==> src/rtl/serial_rx_ctrl_if.sv <==
// Host-side bus bundle for serial_rx_ctrl: divisor load, interrupt setup,
// FIFO pop port and status flags.
interface serial_rx_ctrl_if #(
    parameter int FIFO_AW = 4,
    parameter int DIV_W   = 16
);
    logic               div_we;
    logic [DIV_W-1:0]   div_in;
    logic [FIFO_AW:0]   thr;
    logic               ovr_ie;
    logic               flush;
    logic               rd_en;
    logic               ovr_clr;
    logic [7:0]         rd_data;
    logic               rd_valid;
    logic [FIFO_AW:0]   count;
    logic               empty;
    logic               full;
    logic               overrun;
    logic               timeout;
    logic               irq;

    modport master (
        output div_we, div_in, thr, ovr_ie, flush, rd_en, ovr_clr,
        input  rd_data, rd_valid, count, empty, full, overrun, timeout, irq
    );

    modport slave (
        input  div_we, div_in, thr, ovr_ie, flush, rd_en, ovr_clr,
        output rd_data, rd_valid, count, empty, full, overrun, timeout, irq
    );
endinterface

==> src/rtl/serial_rx_ctrl.sv <==
// Serial receive control: 8x baud tick generator, receive byte FIFO with
// overrun/timeout tracking and level interrupt. Optional macro: SERIAL_RX_TIMEOUT_EN.
module serial_rx_ctrl #(
    parameter int               FIFO_AW   = 4,
    parameter int               DIV_W     = 16,
    parameter logic [DIV_W-1:0] DIV_RESET = DIV_W'(27)
) (
    input  logic                  clk,
    input  logic                  rst,
    output logic                  baud8tick,
    input  logic [7:0]            rx_data,
    input  logic                  rx_data_ready,
    input  logic                  rx_endofpacket,
    serial_rx_ctrl_if.slave       bus
);
    localparam int               DEPTH   = 1 << FIFO_AW;
    localparam logic [FIFO_AW:0] DEPTH_C = (FIFO_AW+1)'(DEPTH);

    logic [DIV_W-1:0]   cnt;
    logic [DIV_W-1:0]   div;
    logic [7:0]         mem [DEPTH];
    logic [FIFO_AW-1:0] wptr;
    logic [FIFO_AW-1:0] rptr;
    logic [FIFO_AW:0]   count_q;
    logic [FIFO_AW:0]   count_nxt;
    logic               empty_w;
    logic               full_w;
    logic               pop_acc;
    logic               push_acc;
    logic               ovr_evt;
    logic               overrun_q;
    logic               timeout_q;

    // A divisor load restarts the countdown and suppresses the tick in that cycle
    always_ff @(posedge clk or posedge rst) begin
        if (rst) begin
            cnt       <= DIV_RESET;
            div       <= DIV_RESET;
            baud8tick <= 1'b0;
        end else if (bus.div_we) begin
            cnt       <= bus.div_in;
            div       <= bus.div_in;
            baud8tick <= 1'b0;
        end else if (cnt == '0) begin
            cnt       <= div;
            baud8tick <= 1'b1;
        end else begin
            cnt       <= cnt - 1'b1;
            baud8tick <= 1'b0;
        end
    end

    assign empty_w  = (count_q == '0);
    assign full_w   = (count_q == DEPTH_C);
    // A pop frees a slot in the same cycle, so push onto a full FIFO still succeeds
    assign pop_acc  = bus.rd_en && !empty_w && !bus.flush;
    assign push_acc = rx_data_ready && !bus.flush && (!full_w || pop_acc);
    assign ovr_evt  = rx_data_ready && !bus.flush && full_w && !pop_acc;

    always_comb begin
        count_nxt = count_q;
        if (bus.flush) begin
            count_nxt = '0;
        end else if (push_acc && !pop_acc) begin
            count_nxt = count_q + 1'b1;
        end else if (pop_acc && !push_acc) begin
            count_nxt = count_q - 1'b1;
        end
    end

    always_ff @(posedge clk) begin
        if (push_acc) begin
            mem[wptr] <= rx_data;
        end
    end

    always_ff @(posedge clk or posedge rst) begin
        if (rst) begin
            wptr         <= '0;
            rptr         <= '0;
            count_q      <= '0;
            bus.rd_data  <= 8'h00;
            bus.rd_valid <= 1'b0;
        end else begin
            count_q      <= count_nxt;
            bus.rd_valid <= pop_acc;
            if (bus.flush) begin
                wptr <= '0;
                rptr <= '0;
            end else begin
                if (push_acc) begin
                    wptr <= wptr + 1'b1;
                end
                if (pop_acc) begin
                    rptr        <= rptr + 1'b1;
                    bus.rd_data <= mem[rptr];
                end
            end
        end
    end

    // A fresh overrun event outranks a clear requested in the same cycle
    always_ff @(posedge clk or posedge rst) begin
        if (rst) begin
            overrun_q <= 1'b0;
        end else if (ovr_evt) begin
            overrun_q <= 1'b1;
        end else if (bus.ovr_clr) begin
            overrun_q <= 1'b0;
        end
    end

`ifdef SERIAL_RX_TIMEOUT_EN
    always_ff @(posedge clk or posedge rst) begin
        if (rst) begin
            timeout_q <= 1'b0;
        end else if (bus.flush || pop_acc || (count_nxt == '0)) begin
            timeout_q <= 1'b0;
        end else if (rx_endofpacket && !empty_w) begin
            timeout_q <= 1'b1;
        end
    end
`else
    logic unused_eop;
    assign unused_eop = rx_endofpacket;
    assign timeout_q  = 1'b0;
`endif

    always_ff @(posedge clk or posedge rst) begin
        if (rst) begin
            bus.irq <= 1'b0;
        end else begin
            bus.irq <= ((bus.thr != '0) && (count_q >= bus.thr))
                     | timeout_q
                     | (overrun_q & bus.ovr_ie);
        end
    end

    assign bus.count   = count_q;
    assign bus.empty   = empty_w;
    assign bus.full    = full_w;
    assign bus.overrun = overrun_q;
    assign bus.timeout = timeout_q;
endmodule

==> src/flat_wrapper.sv <==
// flat-port wrapper written by rule: the top's interface ports become plain ports
module serial_rx_ctrl_flat 
#(
    parameter int               FIFO_AW   = 4,
    parameter int               DIV_W     = 16,
    parameter logic [DIV_W-1:0] DIV_RESET = DIV_W'(27)
)
  (clk, rst, baud8tick, rx_data, rx_data_ready, rx_endofpacket, bus_div_we, bus_div_in, bus_thr, bus_ovr_ie, bus_flush, bus_rd_en, bus_ovr_clr, bus_rd_data, bus_rd_valid, bus_count, bus_empty, bus_full, bus_overrun, bus_timeout, bus_irq);
  serial_rx_ctrl_if #(.FIFO_AW(FIFO_AW), .DIV_W(DIV_W)) bus_i ();
  input  logic clk;
  input  logic rst;
  output logic baud8tick;
  input  logic [7:0] rx_data;
  input  logic rx_data_ready;
  input  logic rx_endofpacket;
  input wire logic [$bits(bus_i.div_we)-1:0] bus_div_we;
  input wire logic [$bits(bus_i.div_in)-1:0] bus_div_in;
  input wire logic [$bits(bus_i.thr)-1:0] bus_thr;
  input wire logic [$bits(bus_i.ovr_ie)-1:0] bus_ovr_ie;
  input wire logic [$bits(bus_i.flush)-1:0] bus_flush;
  input wire logic [$bits(bus_i.rd_en)-1:0] bus_rd_en;
  input wire logic [$bits(bus_i.ovr_clr)-1:0] bus_ovr_clr;
  output wire logic [$bits(bus_i.rd_data)-1:0] bus_rd_data;
  output wire logic [$bits(bus_i.rd_valid)-1:0] bus_rd_valid;
  output wire logic [$bits(bus_i.count)-1:0] bus_count;
  output wire logic [$bits(bus_i.empty)-1:0] bus_empty;
  output wire logic [$bits(bus_i.full)-1:0] bus_full;
  output wire logic [$bits(bus_i.overrun)-1:0] bus_overrun;
  output wire logic [$bits(bus_i.timeout)-1:0] bus_timeout;
  output wire logic [$bits(bus_i.irq)-1:0] bus_irq;
  assign bus_i.div_we = bus_div_we;
  assign bus_i.div_in = bus_div_in;
  assign bus_i.thr = bus_thr;
  assign bus_i.ovr_ie = bus_ovr_ie;
  assign bus_i.flush = bus_flush;
  assign bus_i.rd_en = bus_rd_en;
  assign bus_i.ovr_clr = bus_ovr_clr;
  assign bus_rd_data = bus_i.rd_data;
  assign bus_rd_valid = bus_i.rd_valid;
  assign bus_count = bus_i.count;
  assign bus_empty = bus_i.empty;
  assign bus_full = bus_i.full;
  assign bus_overrun = bus_i.overrun;
  assign bus_timeout = bus_i.timeout;
  assign bus_irq = bus_i.irq;
  serial_rx_ctrl #(.FIFO_AW(FIFO_AW), .DIV_W(DIV_W), .DIV_RESET(DIV_RESET)) u_core (.clk(clk), .rst(rst), .baud8tick(baud8tick), .rx_data(rx_data), .rx_data_ready(rx_data_ready), .rx_endofpacket(rx_endofpacket), .bus(bus_i));
endmodule
==> config.mk <==
export PLATFORM = sky130hd
export DESIGN_NAME = serial_rx_ctrl_flat
export DESIGN_NICKNAME = d
export VERILOG_FILES = /design/src/rtl/serial_rx_ctrl_if.sv /design/src/rtl/serial_rx_ctrl.sv /design/src/flat_wrapper.sv
export SDC_FILE = /design/constraint.sdc
export NUM_CORES = 1
export LEC_CHECK = 0
export BUFFER_PORTS_ARGS = -buffer_cell sky130_fd_sc_hd__buf_2
export CORE_ASPECT_RATIO = 0.8
export CORE_MARGIN = 4
export CORE_UTILIZATION = 45
export DETAILED_ROUTE_END_ITERATION = 10
export SYNTH_ARGS = -nofsm -noshare
export SYNTH_HDL_FRONTEND = slang
export SYNTH_SLANG_ARGS = --single-unit
==> constraint.sdc <==
create_clock -name clk -period 8.26 [get_ports clk]
set_input_delay 0.826 -clock clk [delete_from_list [all_inputs] [get_ports clk]]
set_output_delay 0.826 -clock clk [all_outputs]
set_load 0.01 [all_outputs]
==> results.py <==
metrics = {
    "clock_network": {
        "tritoncts_num_sinks": 185,
        "htreeDepth": 4,
        "number_of_buffers_created_by_cts": 17,
        "cts-resized-gates": 0,
        "clock-root-buffer": "sky130_fd_sc_hd__clkbuf_16",
        "cts_hold_buffers": 0,
        "clk_pin_slew_worst_paths_ns": 0.07,
        "worst_skew_pair.late_latency_ns": 0.43,
        "tritoncts_clock_tree": "yes",
        "clockBufferDepth": 2,
        "postCtsSetupRepairBufs": 0,
    },
    "timing": {
        "worst_slew_margin_rel": 0.314,
        "timing_max_transition_violations_final": 0,
        "clock_skew_ns": 0.00915,
        "worst-slew-pin-transition_ns": 1.03,
        "final.period_utilization": 0.411,
        "setup_total_negative_slack_ns": 0,
        "setup_slack_ns": 4.86,
        "finalHoldViolations": 0,
        "setup-violations-final": 0,
        "rsz0062_at_grt": "false",
        "fmax_mhz": 294,
        "timing.final.crit_period_ns": 3.40,
    },
    "worst_setup_path": {
        "reg2reg_to": "u_core.bus.count[4]",
        "r2r_cells": 10,
        "critPathMaxFanout": 7,
        "worstSetupEndpointType": "register",
        "worst_r2r_startpoint": "u_core.bus.count[0]",
        "cp_startpoint_kind": "register",
        "timing.critical_path.required_ns": 8.57,
        "r2r_setup_slack_ns": 4.86,
        "crit_type": "reg -> reg",
        "arrival_time_of_data_at_the_critical_path_endpoint_ns": 3.70,
    },
    "drt": {
        "dr.first_iter.drc_count": 298,
        "vias": 4506,
        "wirelength_mm": 15.6,
        "drt_pre_antenna_iters": 4,
        "drc_errors": 0,
        "route.detailed.wl_per_inst_um": 18.7,
        "route.antenna.remaining_nets": 0,
        "detail_route.vias_per_cell": 5.42,
    },
    "power_and_ir_drop": {
        "power_frac_clock": 0.334,
        "power.switching_w": 0.000628,
        "power.combinational.fraction": 0.169,
        "power_switching_share": 0.278,
        "worst_ir_drop_on_vdd_mv": 0.116,
        "internal-power_w": 0.00163,
        "p_leak_nw": 3.27,
        "share_of_total_power_in_sequential_cells": 0.497,
        "cellPowerDensity_nw_per_um2": 251,
    },
    "placed_design": {
        "place.detailed.hpwl_mm": 9.97,
        "final_estimated_routing_congestion_in_global_placement": 0.826,
        "placement_stage_worst_setup_slack_ns": 4.89,
        "portBuffers": 55,
    },
    "logic_synthesis": {
        "yosysTopAreaCellShare": 0.482,
        "synthCells": 542,
        "synthesis.area_per_instance_um2": 14.7,
        "share_of_flip_flops_with_an_asynchronous_set_or_reset_after_synthesis": 0.308,
        "synth_top_area_cell": "sky130_fd_sc_hd__edfxtp_1",
        "synthesis.nets": 597,
        "yosys_warnings": 0,
        "postSynth.topFlopCell": "sky130_fd_sc_hd__edfxtp_1",
        "synth_sequential_area_ratio": 0.662,
        "synth.top_cells.by_area": "sky130_fd_sc_hd__edfxtp_1 48%, sky130_fd_sc_hd__dfrtp_1 15%, sky130_fd_sc_hd__mux4_2 9.0%",
        "synth.distinct_cells": 50,
        "number_of_register_bits_inferred_by_synthesis": 185,
        "synth-edff-count": 128,
        "mappedNetlistArea_um2": 7970,
    },
    "grt": {
        "grt_first_pass_wirelength_mm": 24.8,
        "track_usage": 0.164,
        "number_of_global_route_vias_before_repair": 4442,
        "antenna_found_initial": 0,
        "largest_net_degree_at_the_start_of_global_routing": 58,
        "grt_remaining_overflow": 0,
    },
    "run_status": {
        "outcome": "completed",
    },
    "die": {
        "io_pins": 58,
        "core_um2": 17400,
        "die_height_um": 127,
        "dieWidth_um": 157,
        "placement_rows": 43,
        "initial_utilization": 0.459,
        "design.die.area_um2": 19900,
    },
    "final_layout": {
        "commonest_non_fill_non_tap_cell_in_the_layout": "sky130_fd_sc_hd__edfxtp_1",
        "antenna_diode_instance_count": 0,
        "fill_cells": 1460,
        "area_growth_from_synthesis_to_final_layout_pct": 12.7,
        "most-common-layout-cells": "128 x sky130_fd_sc_hd__edfxtp_1, 55 x sky130_fd_sc_hd__buf_2, 48 x sky130_fd_sc_hd__dfrtp_1",
        "layout.nets": 649,
        "layout-drive-gt1-share": 0.245,
    },
    "flow_run": {
        "number_of_maximum_capacitance_violations": 0,
    },
    "hold_path": {
        "hold_path.class": "reg -> reg",
        "timing.hold.worst.start": "u_core.div[3]",
        "whs_endpoint": "u_core.div[3]",
        "worst_hold_path.num_cells": 2,
    },
}
-- power groups by stage --
stage               Combinational (W)  Sequential [W]  Clock (W)
floorplan                    0.000260         0.00113          0
global placement             0.000370         0.00114          0
detailed placement           0.000383         0.00114          0
CTS                          0.000386         0.00112   0.000770
global route                 0.000431         0.00113   0.000813
finish                       0.000381         0.00112   0.000753
-- per-layer routing --
layer  vias up  share of wire  GRT usage  routed length, um
met4         0          0.012     0.0480                183
li1       2144              -          -                  -
met1      2283           0.49      0.238               7690
met3        14          0.034     0.0433                536
met5         -              0          0                  0
met2        65           0.46      0.247               7160
-- worst max path at each step --
stage | start | to | slack, ns | cells past startpoint
after global placement | u_core.bus.count[0] | u_core.bus.count[4] | 4.98 | 10
after detailed placement | u_core.bus.count[0] | u_core.bus.count[4] | 4.89 | 10
after CTS | u_core.bus.count[0] | u_core.bus.count[4] | 4.82 | 10
after floorplan | u_core.bus.count[0] | u_core.bus.count[4] | 5.36 | 9
after global routing | u_core.bus.count[0] | u_core.bus.count[4] | 4.38 | 10
final | u_core.bus.count[0] | u_core.bus.count[4] | 4.86 | 10
-- worst max-delay path, cell delays in order (launching register included) --
cell and delay, ns:
sky130_fd_sc_hd__dfrtp_1 0.48, sky130_fd_sc_hd__nor4_1 0.53, sky130_fd_sc_hd__nand2_1 0.21, sky130_fd_sc_hd__o21ai_0 0.54, sky130_fd_sc_hd__or3_1 0.32, sky130_fd_sc_hd__ha_1 0.28
sky130_fd_sc_hd__a21o_1 0.16, sky130_fd_sc_hd__a21oi_1 0.22, sky130_fd_sc_hd__nor3b_1 0.26, sky130_fd_sc_hd__o21ai_0 0.12, sky130_fd_sc_hd__nor3b_1 0.15
-- flip-flops by register name (all words and copies together) (netlist names) --
signal	flops
u_core.div	16
u_core.mem	128
u_core.bus.rd_data	8
u_core.cnt	16
u_core.wptr	4
u_core.rptr	4
u_core.baud8tick	1
u_core.bus.rd_valid	1
u_core.bus.overrun	1
u_core.bus.irq	1
u_core.bus.count	5
-- through the flow --
stage / hold slack (ns) / utilization / power, W / std cells / area [um2]
floorplan: 0.446 / - / 0.00139 / 542 / 7970
global placement: 0.459 / 0.486 / 0.00151 / 800 / 8440
detailed placement: 0.464 / 0.486 / 0.00153 / 800 / 8440
CTS: 0.475 / 0.517 / 0.00228 / 832 / 8980
global route: 0.495 / 0.517 / 0.00238 / 832 / 8980
finish: 0.471 / 0.517 / 0.00226 / 832 / 8980
-- logic make-up (layout without fill, tap and decap cells) --
kind of cell             Yosys count  count (layout)  synth area share
multiplexers                      45              45             0.108
AO/OA/AOI/OAI                    100             100            0.0738
adder cells (fa/ha/maj)           17              17            0.0276
AND/OR/NAND/NOR                  122             122            0.0805
buffers and inverters             56             121            0.0293
flip-flops                       185             185             0.662
XOR/XNOR                          16              16            0.0176
other                              1               1          0.000470
-- cells in the mapped netlist (3+ instances only) --
master,number
sky130_fd_sc_hd__nor2_1,21
sky130_fd_sc_hd__dfrtp_1,49
sky130_fd_sc_hd__edfxtp_1,128
sky130_fd_sc_hd__nor2b_1,9
sky130_fd_sc_hd__nand3_1,5
sky130_fd_sc_hd__or3_1,4
sky130_fd_sc_hd__xnor2_1,12
sky130_fd_sc_hd__o22ai_1,8
sky130_fd_sc_hd__a21o_1,4
sky130_fd_sc_hd__nand2_1,28
sky130_fd_sc_hd__xor2_1,4
sky130_fd_sc_hd__nand2b_1,5
sky130_fd_sc_hd__inv_1,30
sky130_fd_sc_hd__o21ai_0,43
sky130_fd_sc_hd__nor3b_1,3
sky130_fd_sc_hd__nor3_1,16
sky130_fd_sc_hd__buf_2,4
sky130_fd_sc_hd__mux4_2,32
sky130_fd_sc_hd__a211oi_1,10
sky130_fd_sc_hd__dfstp_2,8
sky130_fd_sc_hd__ha_1,16
sky130_fd_sc_hd__and2_1,17
sky130_fd_sc_hd__a21oi_1,23
sky130_fd_sc_hd__buf_1,3
sky130_fd_sc_hd__mux2_2,11
sky130_fd_sc_hd__nor4_1,3
sky130_fd_sc_hd__clkbuf_1,16
-- layout make-up --
| type | count | area (um2) | share of cell area |
|---|---|---|---|
| flip-flops and latches | 185 | 5280 | 0.588 |
| clock buffers | 18 | 429 | 0.0478 |
| inverters | 30 | 113 | 0.0125 |
| clock inverters | 14 | 114 | 0.0127 |
| well taps | 225 | 282 | 0.0313 |
| repair buffers | 59 | 305 | 0.0340 |
| multi-input cells | 301 | 2460 | 0.274 |
(Power assumes the default switching activity.)
